`config.mk`:
```
export PLATFORM = sky130hd
export DESIGN_NAME = hub75_scan_ctrl
export DESIGN_NICKNAME = d
export VERILOG_FILES = /design/src/rtl/hub75_scan_ctrl.sv
export SDC_FILE = /design/constraint.sdc
export NUM_CORES = 1
export LEC_CHECK = 0
export ABC_AREA = 1
export CAP_MARGIN = 20
export CORE_ASPECT_RATIO = 0.6
export CORE_MARGIN = 8
export CORE_UTILIZATION = 45
export CTS_CLUSTER_SIZE = 24
export DETAILED_ROUTE_END_ITERATION = 16
export HOLD_SLACK_MARGIN = 0.08
export PLACE_DENSITY = 0.84
export SETUP_SLACK_MARGIN = 0.4
export SKIP_CTS_REPAIR_TIMING = 1
export SYNTH_ARGS = -nofsm -noshare
export SYNTH_HDL_FRONTEND = slang
export SYNTH_SLANG_ARGS = --single-unit
```
`constraint.sdc`:
```
create_clock -name clk -period 1.9 [get_ports clk]
set_input_delay 0.475 -clock clk [delete_from_list [all_inputs] [get_ports clk]]
set_output_delay 0.475 -clock clk [all_outputs]
set_load 0.02 [all_outputs]
```
`src/rtl/hub75_scan_ctrl.sv`:
```
// hub75_scan_ctrl: scan/refresh controller for a 64x32 HUB75 panel with BCM output-enable timing.
// Optional macro HUB75_BRIGHTNESS_EN adds a global brightness input that trims each lit window.
module hub75_scan_ctrl #(
  parameter int COLS     = 64,
  parameter int ROW_BITS = 4,
  parameter int PLANES   = 4,
  parameter int BASE_ON  = 8
) (
  input  logic                clk,
  input  logic                rst,
  input  logic                en,
`ifdef HUB75_BRIGHTNESS_EN
  input  logic [7:0]          brightness,
`endif
  output logic [11:0]         pixel_addr,
  input  logic [23:0]         pixel_data,
  output logic                r1,
  output logic                g1,
  output logic                b1,
  output logic                r2,
  output logic                g2,
  output logic                b2,
  output logic                hub_clk,
  output logic                hub_lat,
  output logic                hub_oe_n,
  output logic [ROW_BITS-1:0] hub_row,
  output logic                busy,
  output logic                frame_done
);

  localparam int COL_W  = $clog2(COLS);
  localparam int PL_W   = (PLANES > 1) ? $clog2(PLANES) : 1;
  localparam int MAX_ON = BASE_ON << (PLANES - 1);
  localparam int CNT_W  = $clog2(MAX_ON + 1);

  typedef enum logic [2:0] {
    IDLE, FETCH_TOP, FETCH_BOT, SHIFT_LO, SHIFT_HI, BLANK, LATCH, DISPLAY
  } state_t;

  state_t              state, state_d;
  logic [COL_W-1:0]    col;
  logic [ROW_BITS-1:0] row;
  logic [PL_W-1:0]     plane;
  logic [CNT_W-1:0]    cnt;
  logic [23:0]         top_rgb, bot_rgb;

  logic [CNT_W-1:0]    disp_len;
  logic                disp_last, last_col, last_plane, last_row, frame_end, lit;
  logic [2:0]          bit_sel;

  assign disp_len   = CNT_W'(BASE_ON) << plane;
  assign disp_last  = (cnt == disp_len - 1'b1);
  assign last_col   = (col == COL_W'(COLS - 1));
  assign last_plane = (plane == PL_W'(PLANES - 1));
  assign last_row   = (row == {ROW_BITS{1'b1}});
  assign frame_end  = last_plane && last_row;
  assign bit_sel    = 3'(8 - PLANES) + 3'(plane);

`ifdef HUB75_BRIGHTNESS_EN
  logic [7:0]         bright_q;
  logic [CNT_W+7:0]   on_prod;
  logic [CNT_W-1:0]   on_thresh;
  assign on_prod   = (CNT_W+8)'(disp_len) * (CNT_W+8)'(bright_q);
  assign on_thresh = on_prod[CNT_W+7:8];
  assign lit       = (cnt < on_thresh);
`else
  assign lit = 1'b1;
`endif

  always_ff @(posedge clk) begin
    if (rst) state <= IDLE;
    else     state <= state_d;
  end

  // en is only consulted in IDLE and at the frame boundary, so a frame always completes.
  always_comb begin
    state_d = state;
    case (state)
      IDLE:      if (en) state_d = FETCH_TOP;
      FETCH_TOP: state_d = FETCH_BOT;
      FETCH_BOT: state_d = SHIFT_LO;
      SHIFT_LO:  state_d = SHIFT_HI;
      SHIFT_HI:  state_d = last_col ? BLANK : FETCH_TOP;
      BLANK:     state_d = LATCH;
      LATCH:     state_d = DISPLAY;
      DISPLAY:   if (disp_last) state_d = (frame_end && !en) ? IDLE : FETCH_TOP;
      default:   state_d = IDLE;
    endcase
  end

  always_ff @(posedge clk) begin
    if (rst) begin
      col     <= '0;
      row     <= '0;
      plane   <= '0;
      cnt     <= '0;
      top_rgb <= '0;
      bot_rgb <= '0;
      hub_row <= '0;
`ifdef HUB75_BRIGHTNESS_EN
      bright_q <= '0;
`endif
    end else begin
      case (state)
        FETCH_TOP: top_rgb <= pixel_data;
        FETCH_BOT: bot_rgb <= pixel_data;
        SHIFT_HI:  col <= last_col ? '0 : col + 1'b1;
        LATCH: begin
          hub_row <= row;
          cnt     <= '0;
`ifdef HUB75_BRIGHTNESS_EN
          bright_q <= brightness;
`endif
        end
        DISPLAY: begin
          cnt <= cnt + 1'b1;
          if (disp_last) begin
            if (last_plane) begin
              plane <= '0;
              row   <= row + 1'b1;
            end else begin
              plane <= plane + 1'b1;
            end
          end
        end
        default: ;
      endcase
    end
  end

  // Pixel request: pixel_addr is valid only in FETCH_TOP/FETCH_BOT and the generator must
  // return pixel_data combinationally in that same cycle; there is no stall path.
  always_comb begin
    pixel_addr = '0;
    {r1, g1, b1, r2, g2, b2} = '0;
    hub_clk    = 1'b0;
    hub_lat    = 1'b0;
    hub_oe_n   = 1'b1;
    frame_done = 1'b0;
    busy       = (state != IDLE);
    case (state)
      FETCH_TOP: pixel_addr = 12'({1'b0, row, col});
      FETCH_BOT: pixel_addr = 12'({1'b1, row, col});
      SHIFT_LO, SHIFT_HI: begin
        r1 = top_rgb[16 + 32'(bit_sel)];
        g1 = top_rgb[8 + 32'(bit_sel)];
        b1 = top_rgb[32'(bit_sel)];
        r2 = bot_rgb[16 + 32'(bit_sel)];
        g2 = bot_rgb[8 + 32'(bit_sel)];
        b2 = bot_rgb[32'(bit_sel)];
        hub_clk = (state == SHIFT_HI);
      end
      LATCH:   hub_lat = 1'b1;
      DISPLAY: begin
        hub_oe_n   = !lit;
        frame_done = disp_last && frame_end;
      end
      default: ;
    endcase
  end

endmodule

```
==> results of run 1 <==
[worst paths after layout]
| path | to | slack [ns] | depth (start not counted) |
|---|---|---|---|
| min | bot_rgb[6] | 0.47 | 2 |
| max reg2reg | state[0] | 0.12 | 10 |
| min reg2reg | bot_rgb[6] | 0.47 | 2 |
| max | frame_done | -0.29 | 8 |
[state kept, by name, indices dropped and copies added (netlist names)]
name	flops
bot_rgb	12
top_rgb	12
cnt	7
col	6
hub_row	4
row	4
state	3
plane	2
[kinds of logic (layout without fill, tap and decap cells)]
kind of cell | after synthesis | count (layout)
AOI/OAI and AO/OA | 98 | 98
xor gates and xnor gates | 2 | 2
other | 1 | 1
DFF | 50 | 50
buffers and inverters | 61 | 155
adders and majority gates | 7 | 7
and+or+nand+nor | 128 | 128
[metrics by stage]
step	area, um2	setup TNS [ns]	power (mW)
floorplan	2750	-0.0882	1.41
global placement	3420	-4.89	1.54
detailed placement	3420	-5.47	1.55
CTS	3540	-13.03	2.31
global route	4020	-3.68	2.60
finish	4020	-2.99	2.52
[report_power, final]
group	switching (mW)	internal, mW	total [mW]	leakage, nW
logic	0.321	0.239	0.561	1.23
clock network	0.379	0.422	0.802	0.0573
registers	0.0479	1.11	1.16	0.411
[layer usage]
| layer | vias up | part of all wire (%) | wire, um | global-route usage [%] |
|---|---|---|---|---|
| li1 | 1321 | - | - | - |
| met1 | 1426 | 41 | 4000 | 20.9 |
| met2 | 149 | 47 | 4550 | 27.4 |
| met3 | 49 | 7.7 | 746 | 4.86 |
| met4 | 0 | 4.0 | 387 | 4.90 |
| met5 | - | 0 | 0 | 0 |
[critical path, stage by stage, from the launching register on]
cell and delay, ns:
dfxtp_4 0.42, ha_2 0.21, nand2_1 0.06, inv_1 0.07, nand3_1 0.11, nand2_2 0.12
nand4_4 0.12, nor4_4 0.14, buf_4 0.18
[layout make-up]
| class | instances | area share [%] |
|---|---|---|
| sequential | 50 | 25.3 |
| inverter | 49 | 5.20 |
| multi-input combinational | 236 | 39.6 |
| tap | 69 | 2.15 |
| timing repair buffer | 99 | 25.0 |
| clock inverter | 1 | 0.747 |
| clock buffer | 6 | 2.05 |
[cells in the final DEF (no fill, tap or decap), types with 6 or more instances in the layout]
master,instances
nor2_1,50
dfxtp_1,44
buf_4,39
inv_1,38
buf_6,36
nand2_1,28
a21oi_1,27
o21ai_0,25
nor2_4,18
clkdlybuf4s50_1,14
o21ai_2,13
o21ai_1,11
a21oi_2,8
a21oi_4,7
nand4_1,7
nand2_2,6
inv_4,6
clkbuf_8,6
==> flow_summary.yaml, run 1 <==
logic_synthesis:
  synth_cells: 347
  synth_area_um2: 2530
  yosysTopAreaCellShare_pct: 39.6
  synth_compound_area_share_pct: 20.2
  synth_seq_cells: 50
  synth_top_family_by_area: "simple AND/OR/NAND/NOR gates"
  synth_area_leaders: "dfxtp_1 (40%), nor2_1 (9.8%), o21ai_0 (9.5%)"
  synth_largest_area_cell: "dfxtp_1"
  synth_xor_area_share_pct: 0.693
  synth_edf_count: 0
  synth_fp_nets: 381
  synth.distinct_cells: 35
  synthTopCellsByCount: "nor2_1 (66), dfxtp_1 (50), o21ai_0 (48)"
  synth_flop_cell: "dfxtp_1"
  synth_fa_ha_area_share_pct: 3.47
  syn_avg_cell_area_um2: 7.28
  yosys_warnings: 0
  ys_seq_area_share_pct: 39.6
  muxShareOfSynthArea_pct: 0
  synthArstFlopShare_pct: 0
  synth_most_common_cell: "nor2_1"
  synthSimpleGateAreaFrac_pct: 24.7
cells_and_area:
  seq_area_um2: 1020
  stdcell_count: 510
  area_growth_pct: 59.1
  fin_nets: 475
  nFillCells: 330
  antenna_cells: 0
  fin_util_pct: 73.2
  drive_gt1_share_pct: 38.8
  multi_input_area_um2: 1590
sta:
  hold_violations: 0
  fin_crit_ns: 2.19
  report.final.slew_viol_count: 0
  rsz0062_at_grt: "yes"
  setup_violations: 17
  setup_ws_ns: -0.294
  fin_skew_ns: 0.00981
  min_period_over_period_pct: 115
  max_freq_ghz: 0.456
  holdWs_ns: 0.467
route:
  ant_nets: 0
  via_per_inst: 5.77
  wl_per_cell_um: 19.0
  drtIter0Drc: 366
  num_vias: 2945
  first_pass_iters: 5
  drc_errors: 0
  wl_um: 9690
global_route:
  antenna_found_initial: 0
  grt_util_all_layers_pct: 16.7
  grt_pass1_wl_um: 11400
  grt_max_degree: 26
  gr-total-overflow: 0
  grt_pass1_vias: 2485
die:
  initial_core_util_pct: 46.0
  core_um2: 5490
  die_x_um: 113
  num_rows: 21
  die_h_um: 74.1
  io_pins: 54
  dieArea_um2: 8350
worst_setup_path:
  setup.worst_path.class: "register to output pin"
  crit_path_start_kind: "register"
  worst_ep_required_time_ns: 1.42
  r2r_start: "plane[0]"
  cp_max_fo: 6
  cp-startpoint: "plane[0]"
  critical_path_arrival_ns: 1.72
  cp-end-kind: "output pin"
min_path:
  min_from: "bot_rgb[6]"
  hold_path.class: "register to register"
cts:
  clock_path_buffers: 2
  cts.sinks: 50
  cts_buffers: 5
  cts_tree: "done"
  insertion_delay_ns: 0.31
  clk_pin_slew_worst_paths_ns: 0.09
  cts_root_buffer: "clkbuf_8"
  h-tree-depth: 2
pwr:
  ir_drop_mv: 0.859
  p_leak_nw: 1.69
  powerDensity_nw_per_um2: 628
placement:
  dpl.cell_count: 482
  io_buffers: 40
  dpl_worst_slack_ns: -0.477
  gp_congestion: 0.864
  dpl.hpwl_um: 5210
status:
  violations: "negative setup slack"
  status: "finished, violations left"
flow_run:
  maxCapViolCount: 0
(Power assumes the default switching activity.)
==> inputs of run 2 (changes only) <==
--- a/config.mk
+++ b/config.mk
@@ -8,5 +8,5 @@
 export ABC_AREA = 1
 export CAP_MARGIN = 20
-export CORE_ASPECT_RATIO = 0.6
+export CORE_ASPECT_RATIO = 0.7
 export CORE_MARGIN = 8
 export CORE_UTILIZATION = 45
@@ -15,4 +15,5 @@
 export HOLD_SLACK_MARGIN = 0.08
 export PLACE_DENSITY = 0.84
+export REMOVE_ABC_BUFFERS = 1
 export SETUP_SLACK_MARGIN = 0.4
 export SKIP_CTS_REPAIR_TIMING = 1
==> constraint.sdc (replaced) <==
create_clock -name clk -period 1.9 [get_ports clk]
set_input_delay 0.475 -clock clk [delete_from_list [all_inputs] [get_ports clk]]
set_output_delay 0.475 -clock clk [all_outputs]
set_load 0.005 [all_outputs]
==> run 2 against run 1 <==
Compared with the run above: the flow still finishes with violations (negative setup slack); non-clock buffer count is the same; critical path depth down 1; sequential power about the same; worst setup slack got worse by 0.059 ns; critical endpoint unchanged; largest cell class unchanged.
==> flow_summary.yaml, run 2 (synthesized netlist as in run 1, its figures left out) <==
sta:
  holdWs_ns: 0.462
  setup_ws_ns: -0.353
  fin_crit_ns: 2.25
  hold_violations: 0
  rsz0062_at_grt: "yes"
  report.final.slew_viol_count: 0
  min_period_over_period_pct: 119
  setup_tns_ns: -1.65
  max_freq_ghz: 0.444
  fin_skew_ns: 0.00319
  setup_violations: 10
cells_and_area:
  post-route-cell-area_um2: 3800
  fin_nets: 475
  nFillCells: 354
  fin_util_pct: 71.2
  layout_commonest_cell: "nor2_1"
  drive_gt1_share_pct: 36.7
  most-common-layout-cells: "nor2_1 (59), dfxtp_1 (42), buf_4 (41)"
  area_growth_pct: 50.3
  antenna_cells: 0
  stdcell_count: 514
  top_regs: "bot_rgb: 12 flops, top_rgb: 12 flops, cnt: 7 flops"
flow_run:
  maxCapViolCount: 0
pwr:
  p_leak_nw: 1.70
  total_power_mw: 2.36
  powerDensity_nw_per_um2: 622
  ir_drop_mv: 0.570
die:
  initial_core_util_pct: 47.3
  die_x_um: 106
  io_pins: 54
  core_um2: 5340
  dieArea_um2: 8310
  die_h_um: 78.7
  num_rows: 22
placement:
  dpl.hpwl_um: 4900
  dpl_worst_slack_ns: -0.596
  gp_congestion: 0.823
  dpl.cell_count: 488
  dpl_cell_area_um2: 3250
  io_buffers: 40
worst_setup_path:
  cp-end-kind: "output pin"
  critPathTopFamily: "simple AND/OR/NAND/NOR gates"
  crit_path_start_kind: "register"
  crit_chain: "buf_6, ha_2, nand3b_1, nand2_2, nand4_4, nor4_4, buf_2"
  crit_path_max_incr_delay_ns: 0.35
  setup.worst_path.class: "register to output pin"
  slowest_stage: "dfxtp_2"
  worst_ep_required_time_ns: 1.42
  cp_max_fo: 5
  critical_path_arrival_ns: 1.78
  path_buf_inv: 2
global_route:
  gr-total-overflow: 0
  grt_util_all_layers_pct: 15.7
  grt_pass1_vias: 2438
  antenna_found_initial: 0
  grt_max_degree: 31
  grt_pass1_wl_um: 10900
route:
  drtIter0Drc: 299
  drc_errors: 0
  first_pass_iters: 5
  wl_per_cell_um: 16.5
  via_per_inst: 5.45
  num_vias: 2800
  wl_um: 8480
  ant_nets: 0
cts:
  clk_pin_slew_worst_paths_ns: 0.09
  cts_root_buffer: "clkbuf_8"
  insertion_delay_ns: 0.32
  cts.sinks: 50
  cts_buffers: 5
  h-tree-depth: 2
  cts_tree: "done"
  clock_path_buffers: 2
status:
  violations: "negative setup slack"
  status: "finished, violations left"
min_path:
  hold_path.class: "register to register"
run 2: cell types whose count changed in the layout (fill, tap and decap cells not counted), moves of 4 or more:
cell      change
o21ai_2       -9
nor2_4        -9
dfxtp_2       +4
a21oi_2       +5
buf_2         +6
a21oi_4       -6
clkbuf_2      +9
buf_6        -18
nand2_1       -4
o21ai_1       +7
nor2_1        +9
nand2_2       +4
inv_2         +5
run 2: path summary, 6_finish.rpt:
kind                     from          end  slack [ns]  cells past startpoint
setup / recovery     plane[0]   frame_done       -0.35                      7
hold / removal    bot_rgb[13]  bot_rgb[13]        0.46                      2
setup reg to reg     plane[0]       row[1]        0.14                     11
hold reg to reg   bot_rgb[13]  bot_rgb[13]        0.46                      2
run 2: power breakdown:
group	switching, mW	internal, mW
combinational	0.247	0.194
sequential	0.0399	1.12
clock	0.374	0.393
run 2: area by class of cell:
type                            count  area (um2)  area share, %
Clock buffer                        6        72.6           1.91
Sequential cell                    50        1020           26.7
Clock inverter                      2        37.5          0.988
Inverter                           49         191           5.04
Multi-Input combinational cell    236        1500           39.6
Timing Repair Buffer               99         888           23.4
Tap cell                           72        90.1           2.37
run 2: worst min-delay path, delay by kind of cell (launching register included):
| family | cells | cell delay, ns |
|---|---|---|
| compound gates | 1 | 0.06 |
| flops | 1 | 0.31 |
| buf+inv | 1 | 0.06 |
run 2: metal layers:
layer  up-vias  share of wire (%)  track usage (%)
met3        38                7.8             3.47
met4         0                3.3             5.87
met5         -                  0                0
li1       1315                  -                -
met2       164                 49             26.8
met1      1283                 40             19.2
